### config.mk
export PLATFORM = sky130hd
export DESIGN_NAME = mux_scan_ctrl_flat
export DESIGN_NICKNAME = d
export VERILOG_FILES = /design/src/rtl/mux_scan_ctrl_if.sv /design/src/rtl/mux_scan_ctrl.sv /design/src/flat_wrapper.sv
export SDC_FILE = /design/constraint.sdc
export NUM_CORES = 1
export LEC_CHECK = 0
export CAP_MARGIN = 0
export CORE_MARGIN = 2
export CORE_UTILIZATION = 35
export CTS_CLUSTER_DIAMETER = 100
export CTS_CLUSTER_SIZE = 16
export DETAILED_ROUTE_END_ITERATION = 8
export PLACE_DENSITY = 0.58
export SETUP_SLACK_MARGIN = 0.5
export SYNTH_ARGS = -nofsm -noshare
export SYNTH_HDL_FRONTEND = slang
export SYNTH_SLANG_ARGS = --single-unit
### constraint.sdc
create_clock -name clk -period 2.3 [get_ports clk]
set_clock_uncertainty 0.2 [all_clocks]
set_input_delay 0.46 -clock clk [delete_from_list [all_inputs] [get_ports clk]]
set_output_delay 0.46 -clock clk [all_outputs]
set_load 0.01 [all_outputs]
### src/rtl/mux_scan_ctrl_if.sv
// Bundles the scan controller's command, mux-side and snapshot handshake signals.
// The master drives commands, the mux output and out_ready; the slave is the controller.
interface mux_scan_ctrl_if;
  logic       start;
  logic       cont;
  logic       abort;
  logic       z;
  logic       s1;
  logic       s0;
  logic       busy;
  logic       out_valid;
  logic       out_ready;
  logic [3:0] out_data;
  logic [7:0] scan_count;

  modport master (
    output start, cont, abort, z, out_ready,
    input  s1, s0, busy, out_valid, out_data, scan_count
  );

  modport slave (
    input  start, cont, abort, z, out_ready,
    output s1, s0, busy, out_valid, out_data, scan_count
  );
endinterface

### src/rtl/mux_scan_ctrl.sv
// Scans a 4:1 mux through channels 0..3 and holds each for SETTLE_CYCLES+1 cycles; snapshot valid 4*(SETTLE_CYCLES+1) edges after start.
// The snapshot is held in DONE until out_ready; nothing advances or is overwritten under backpressure.
module mux_scan_ctrl #(
  parameter int SETTLE_CYCLES = 2
) (
  input  logic          clk,
  input  logic          rst_n,
  mux_scan_ctrl_if.slave bus
);
  localparam logic [3:0] RELOAD = 4'(SETTLE_CYCLES - 1);

  typedef enum logic [1:0] {IDLE, SETTLE, SAMPLE, DONE} state_t;

  state_t     state;
  logic [1:0] sel;
  logic [3:0] cnt;
  logic [3:0] data;
  logic [7:0] scan_count;
  logic       busy;
  logic       out_valid;

  always_ff @(posedge clk or negedge rst_n) begin
    if (!rst_n) begin
      state      <= IDLE;
      sel        <= 2'd0;
      cnt        <= 4'd0;
      data       <= 4'd0;
      scan_count <= 8'd0;
      busy       <= 1'b0;
      out_valid  <= 1'b0;
    end else if (bus.abort) begin
      // Abort keeps data and count untouched; partial results stay visible but unvalidated.
      state     <= IDLE;
      sel       <= 2'd0;
      busy      <= 1'b0;
      out_valid <= 1'b0;
    end else begin
      case (state)
        IDLE: begin
          sel <= 2'd0;
          if (bus.start) begin
            state <= SETTLE;
            cnt   <= RELOAD;
            busy  <= 1'b1;
          end
        end
        SETTLE: begin
          if (cnt == 4'd0) state <= SAMPLE;
          else             cnt   <= cnt - 4'd1;
        end
        SAMPLE: begin
          data[sel] <= bus.z;
          if (sel == 2'd3) begin
            state     <= DONE;
            busy      <= 1'b0;
            out_valid <= 1'b1;
          end else begin
            state <= SETTLE;
            sel   <= sel + 2'd1;
            cnt   <= RELOAD;
          end
        end
        DONE: begin
          if (bus.out_ready) begin
            scan_count <= scan_count + 8'd1;
            out_valid  <= 1'b0;
            sel        <= 2'd0;
            if (bus.cont) begin
              state <= SETTLE;
              cnt   <= RELOAD;
              busy  <= 1'b1;
            end else begin
              state <= IDLE;
            end
          end
        end
        default: begin
          state     <= IDLE;
          sel       <= 2'd0;
          busy      <= 1'b0;
          out_valid <= 1'b0;
        end
      endcase
    end
  end

  assign bus.s1         = sel[1];
  assign bus.s0         = sel[0];
  assign bus.busy       = busy;
  assign bus.out_valid  = out_valid;
  assign bus.out_data   = data;
  assign bus.scan_count = scan_count;
endmodule

### src/flat_wrapper.sv
// flat-port wrapper written by rule: the top's interface ports become plain ports
module mux_scan_ctrl_flat 
#(
  parameter int SETTLE_CYCLES = 2
)
  (clk, rst_n, bus_start, bus_cont, bus_abort, bus_z, bus_out_ready, bus_s1, bus_s0, bus_busy, bus_out_valid, bus_out_data, bus_scan_count);
  mux_scan_ctrl_if bus_i ();
  input  logic clk;
  input  logic rst_n;
  input wire logic [$bits(bus_i.start)-1:0] bus_start;
  input wire logic [$bits(bus_i.cont)-1:0] bus_cont;
  input wire logic [$bits(bus_i.abort)-1:0] bus_abort;
  input wire logic [$bits(bus_i.z)-1:0] bus_z;
  input wire logic [$bits(bus_i.out_ready)-1:0] bus_out_ready;
  output wire logic [$bits(bus_i.s1)-1:0] bus_s1;
  output wire logic [$bits(bus_i.s0)-1:0] bus_s0;
  output wire logic [$bits(bus_i.busy)-1:0] bus_busy;
  output wire logic [$bits(bus_i.out_valid)-1:0] bus_out_valid;
  output wire logic [$bits(bus_i.out_data)-1:0] bus_out_data;
  output wire logic [$bits(bus_i.scan_count)-1:0] bus_scan_count;
  assign bus_i.start = bus_start;
  assign bus_i.cont = bus_cont;
  assign bus_i.abort = bus_abort;
  assign bus_i.z = bus_z;
  assign bus_i.out_ready = bus_out_ready;
  assign bus_s1 = bus_i.s1;
  assign bus_s0 = bus_i.s0;
  assign bus_busy = bus_i.busy;
  assign bus_out_valid = bus_i.out_valid;
  assign bus_out_data = bus_i.out_data;
  assign bus_scan_count = bus_i.scan_count;
  mux_scan_ctrl #(.SETTLE_CYCLES(SETTLE_CYCLES)) u_core (.clk(clk), .rst_n(rst_n), .bus(bus_i));
endmodule
==> impl_metrics.yaml, run 1 <==
clocking:
  htreeDepth: 1
  clk_path_buf_depth: 2
  cts_buffers: 3
  numClockSinks: 22
  ctsHoldBuffers: 0
  cts_tree: "yes"
  insertion_delay_ns: 0.26
  path_clk_slew_ns: 0.08
  root_buffer: "clkbuf_8"
sta:
  hold_viol: 0
  fmax_ghz: 0.536
  tightest_slew_ns: 0.325
  fin_tns_setup_ns: 0
  drv_slew: 0
  setup-violations-final: 0
  slew_headroom: 0.783
  timing.hold.ws_ns: 0.278
  fin_crit_ns: 1.86
  min_period_over_period: 0.811
  rsz0062_at_grt: "true"
synth:
  synth-seq-area-share: 0.422
  yosysWarnings: 0
  synth_cell_types: 39
  netlist_area_um2: 1310
  yosys.area.top_type_share: 0.422
  synth_top_cells_by_count: "dfrtp_1, ha_1, nand2_1, inv_1, o21ai_0"
  synth_ff_type: "dfrtp_1"
  ys_top_cells_by_area: "dfrtp_1, ha_1, mux2_2, xnor2_1, nand2_1"
  synth_largest_area_cell: "dfrtp_1"
  synthArstFlopShare: 1.00
  synth_edf_count: 0
  syn_inst: 124
  syn_avg_cell_area_um2: 10.5
  yosysMostFrequentCell: "dfrtp_1"
  synthesis.nets: 145
  ys_seq_elements: 22
detailed_routing:
  drc: 0
  dr_total_vias: 1102
  drt_iter0_drc: 38
  routedWlPerCell_um: 13.5
  avgViaCountPerCell: 5.01
  drtAntennaViolNets: 0
  drtPass1Iterations: 4
  routed_wl_mm: 2.96
power:
  irDropWorstVdd_uv: 358
  p_leak_nw: 0.924
  power_mw: 1.78
  p_per_area_nw_per_um2: 931
cells_and_area:
  final_net_count: 194
  fillers: 349
  fin_cells: 220
  multiInputGateArea_um2: 790
  n_antenna_cell: 0
  ff_latch_area_um2: 554
  layout-drive-gt1-share: 0.366
  areaGrowthSynthToFinish_pct: 46.6
floorplan:
  rows: 22
  ios: 23
  die_area_um2: 4230
  die_w_um: 65.1
  dieHeight_um: 65.1
  start_util: 0.359
  fp.coreArea_um2: 3630
job:
  max_cap_viol_count: 0
critical_path:
  worst_setup_path_start_kind: "register"
  reg2reg_depth: 6
  regToRegSetupSlack_ns: 0.44
  crit_path_max_fanout: 4
  cp_data_required_time_ns: 2.25
  critPathCaptureType: "register"
  crit_arrival_ns: 1.82
  worstSetupPathType: "register to register"
run_status:
  status: "complete, no violations"
place:
  gp_congestion: 0.870
  place_inst: 194
  port_buffers: 22
  dp_hpwl_mm: 1.96
min_path:
  hold_path_class: "register to register"
  min_path_cells: 1
grt:
  grt_pass1_wl_mm: 4.89
  track_usage: 0.148
  grt-ovfl-total: 0
  grt_pass1_vias: 1095
  antenna_found_initial: 0
  grt_start_max_net_pins: 23
worst max-delay path: stages (launching register included):
cell      delay [ns]
dfrtp_1         0.41
inv_2           0.07
ha_1            0.13
or3b_4          0.40
a211oi_4        0.27
and3_1          0.22
nor3_2          0.04
placed cells by master (no fill, tap or decap), types with 3 or more instances in the layout:
master,instances
a21oi_1,3
buf_4,23
buf_6,3
clkbuf_8,3
clkdlybuf4s50_1,5
dfrtp_1,19
dfrtp_2,3
dlygate4sd2_1,17
ha_1,10
ha_4,3
inv_1,4
inv_2,3
mux2_2,5
nand2_1,11
nand3_1,4
nor2_1,3
nor3_2,4
o21ai_1,5
xnor2_1,5
registers in the layout (all words and copies together) (netlist names):
| name | cells |
|---|---|
| u_core.cnt | 4 |
| u_core.bus.busy | 1 |
| u_core.bus.out_data | 4 |
| u_core.state | 2 |
| u_core.bus.out_valid | 1 |
| u_core.sel | 2 |
| u_core.bus.scan_count | 8 |
stage by stage:
step	util	setup WS (ns)	instance area, um^2
floorplan	-	0.492	1310
global placement	0.437	0.157	1590
detailed placement	0.437	0.0725	1590
CTS	0.509	0.464	1850
global route	0.527	0.368	1910
finish	0.527	0.435	1910
path summary, 6_finish.rpt:
path | start | endpoint
max in group asynchronous | rst_n | u_core.state[1]$_DFFE_PN0P_
min in group asynchronous | rst_n | u_core.bus.scan_count[3]$_DFFE_PN0P_
worst min register to register | u_core.bus.scan_count[7]$_DFFE_PN0P_ | u_core.bus.scan_count[7]$_DFFE_PN0P_
worst max register to register | u_core.cnt[0]$_DFFE_PN0P_ | u_core.state[0]$_DFFE_PN0P_
worst max-delay path | u_core.cnt[0]$_DFFE_PN0P_ | u_core.state[0]$_DFFE_PN0P_
worst min-delay path | u_core.bus.scan_count[7]$_DFFE_PN0P_ | u_core.bus.scan_count[7]$_DFFE_PN0P_
metal layers:
layer	routed length (um)	up-vias	global-route usage
li1	-	532	-
met1	1290	539	0.181
met2	1490	27	0.264
met3	155	4	0.0260
met4	30	0	0.0469
met5	0	-	0
layout make-up:
| type | count | area share |
|---|---|---|
| Inverter | 8 | 0.0170 |
| Clock inverter | 1 | 0.0157 |
| Multi-Input combinational cell | 90 | 0.413 |
| Sequential cell | 22 | 0.290 |
| Timing Repair Buffer | 48 | 0.212 |
| Tap cell | 48 | 0.0314 |
| Clock buffer | 3 | 0.0216 |
report_power, final:
| group | switching [mW] | leakage (nW) | internal, mW |
|---|---|---|---|
| combinational | 0.424 | 0.596 | 0.439 |
| clock | 0.124 | 0.0357 | 0.232 |
| sequential | 0.0875 | 0.292 | 0.474 |
| total | 0.636 | 0.924 | 1.15 |
timing repair:
action / in CTS / in global routing
cloned: 0 / 0
pin swaps: 6 / 7
setup buffers: 17 / 5
resized for setup: 40 / 10
setup endpoints to repair: 31 / 16
kinds of logic after synthesis:
group	count (synthesis)	synth area share
buffers and inverters	12	0.0451
xor gates and xnor gates	7	0.0470
DFF	22	0.422
and+or+nand+nor	39	0.166
AOI/OAI and AO/OA	25	0.143
muxes	5	0.0431
adders and majority gates	14	0.134
No activity file was read; power rests on OpenSTA's default activity.
==> inputs of run 2 (changes only) <==
==> constraint.sdc (replaced) <==
create_clock -name clk -period 1.8 [get_ports clk]
set_clock_uncertainty 0.2 [all_clocks]
set_input_delay 0.36 -clock clk [delete_from_list [all_inputs] [get_ports clk]]
set_output_delay 0.36 -clock clk [all_outputs]
set_load 0.01 [all_outputs]
==> impl_metrics.yaml, run 2 (synthesis results as in run 1) <==
cells_and_area:
  fin_cells: 236
  multiInputGateArea_um2: 900
  layout_common_cells: "buf_4, dfrtp_1, buf_2"
  ff_latch_area_um2: 556
  top_register: "u_core.bus.scan_count"
  final_common_cell: "buf_4"
  layout-drive-gt1-share: 0.585
  fin_util: 0.582
  largest_reg_flops: 8
  areaGrowthSynthToFinish_pct: 61.9
  n_antenna_cell: 0
  final_net_count: 210
  fin_area_um2: 2110
  fillers: 316
place:
  port_buffers: 22
  place_inst: 207
  dp_slack_ns: -0.200
  gp_congestion: 0.799
  place_area_um2: 1770
  dp_hpwl_mm: 2.18
floorplan:
  fp.coreArea_um2: 3630
  start_util: 0.359
  dieHeight_um: 65.1
  die_area_um2: 4230
  ios: 23
  die_w_um: 65.1
  rows: 22
power:
  p_sw_frac: 0.357
  p_switching_mw: 0.885
  p_seq_frac: 0.281
  power.share.clock: 0.186
  p_per_area_nw_per_um2: 1170
  power_mw: 2.48
  p_leak_nw: 1.02
  p_int_mw: 1.60
  share_comb_of_total_power: 0.533
  irDropWorstVdd_uv: 632
clocking:
  insertion_delay_ns: 0.26
  numClockSinks: 22
  path_clk_slew_ns: 0.08
  cts_tree: "yes"
  htreeDepth: 1
  clk_path_buf_depth: 2
  root_buffer: "clkbuf_8"
  cts_buffers: 3
detailed_routing:
  drtAntennaViolNets: 0
  routedWlPerCell_um: 13.8
  avgViaCountPerCell: 4.94
  dr_total_vias: 1166
  drtPass1Iterations: 4
  routed_wl_mm: 3.27
  drc: 0
  drt_iter0_drc: 32
sta:
  setup-violations-final: 3
  fmax_ghz: 0.541
  setup_slack_ns: -0.0470
  fin_tns_setup_ns: -0.0952
  tightest_slew_ns: 0.366
  timing.hold.ws_ns: 0.245
  hold_viol: 0
  fin_crit_ns: 1.85
  rsz0062_at_grt: "true"
  min_period_over_period: 1.03
  drv_slew: 0
  slew_headroom: 0.756
critical_path:
  cpPeakStageDelay_ns: 0.41
  worst_setup_path_start_kind: "register"
  crit_path_max_fanout: 4
  cp_slowest_cell: "dfrtp_1"
  critPathCaptureType: "register"
  reg2reg_from: "u_core.cnt[0]$_DFFE_PN0P_"
  crit_start: "u_core.cnt[0]$_DFFE_PN0P_"
  cp_data_required_time_ns: 1.76
  crit_chain: "inv_2 -> ha_1 -> or3b_4 -> a211oi_4 -> and3_1 -> nor3_2"
  worstSetupPathType: "register to register"
  crit_arrival_ns: 1.80
grt:
  grt_pass1_vias: 1198
  track_usage: 0.165
  grt-ovfl-total: 0
  grt_pass1_wl_mm: 5.46
  antenna_found_initial: 0
  grt_start_max_net_pins: 23
job:
  max_cap_viol_count: 0
min_path:
  hold_path_class: "input pin to async pin"
run_status:
  status: "finished with violations"
  violations: "setup timing"
-- run 2: cell type report --
cell class / count / area share
Multi-Input combinational cell: 90 / 0.426
Sequential cell: 22 / 0.263
Timing Repair Buffer: 64 / 0.233
Tap cell: 48 / 0.0284
Clock buffer: 3 / 0.0195
Inverter: 8 / 0.0166
Clock inverter: 1 / 0.0142
-- run 2: path summary, 6_finish.rpt --
check                                                       end  slack, ns  cells after the start
min in group clk             u_core.bus.out_data[2]$_DFFE_PN0P_       0.31                      1
hold / removal             u_core.bus.scan_count[1]$_DFFE_PN0P_       0.24                      2
max in group asynchronous             u_core.sel[1]$_DFFE_PN0P_       0.91                      2
hold reg to reg              u_core.bus.out_data[2]$_DFFE_PN0P_       0.31                      1
setup reg to reg                    u_core.state[0]$_DFFE_PN0P_      -0.05                      6
setup / recovery                    u_core.state[0]$_DFFE_PN0P_      -0.05                      6
-- run 2: timing repair --
item	in CTS	in global routing
pin swaps	24	7
endpoints found under the setup margin	38	38
gates cloned	0	0
buffers inserted	14	11
resized for setup	99	6
hold buffers	0	0
-- run 2: critical path: cells and delay by family (launching register included) --
family                   cells  cell delay [ns]
adder cells (fa/ha/maj)      1             0.14
AND/OR/NAND/NOR              3             0.65
AO/OA/AOI/OAI                1             0.29
buffers and inverters        1             0.07
flip-flops                   1             0.41
-- run 2: power by group through the flow --
stage          Sequential (mW)  Clock (mW)  Combinational [mW]
6_report                 0.699       0.461                1.32
5_1_grt                  0.710       0.490                1.43
4_1_cts                  0.714       0.472                1.21
3_5_place_dp             0.719           0                1.03
3_3_place_gp             0.712           0               0.999
2_1_floorplan            0.752           0               0.574
-- run 2: per-layer routing --
layer	vias to the layer above	GRT usage	routed length, um
met5	-	0	0
met4	0	0.0469	43
met3	10	0.0174	75
met2	26	0.308	1690
met1	568	0.200	1460
li1	562	-	-
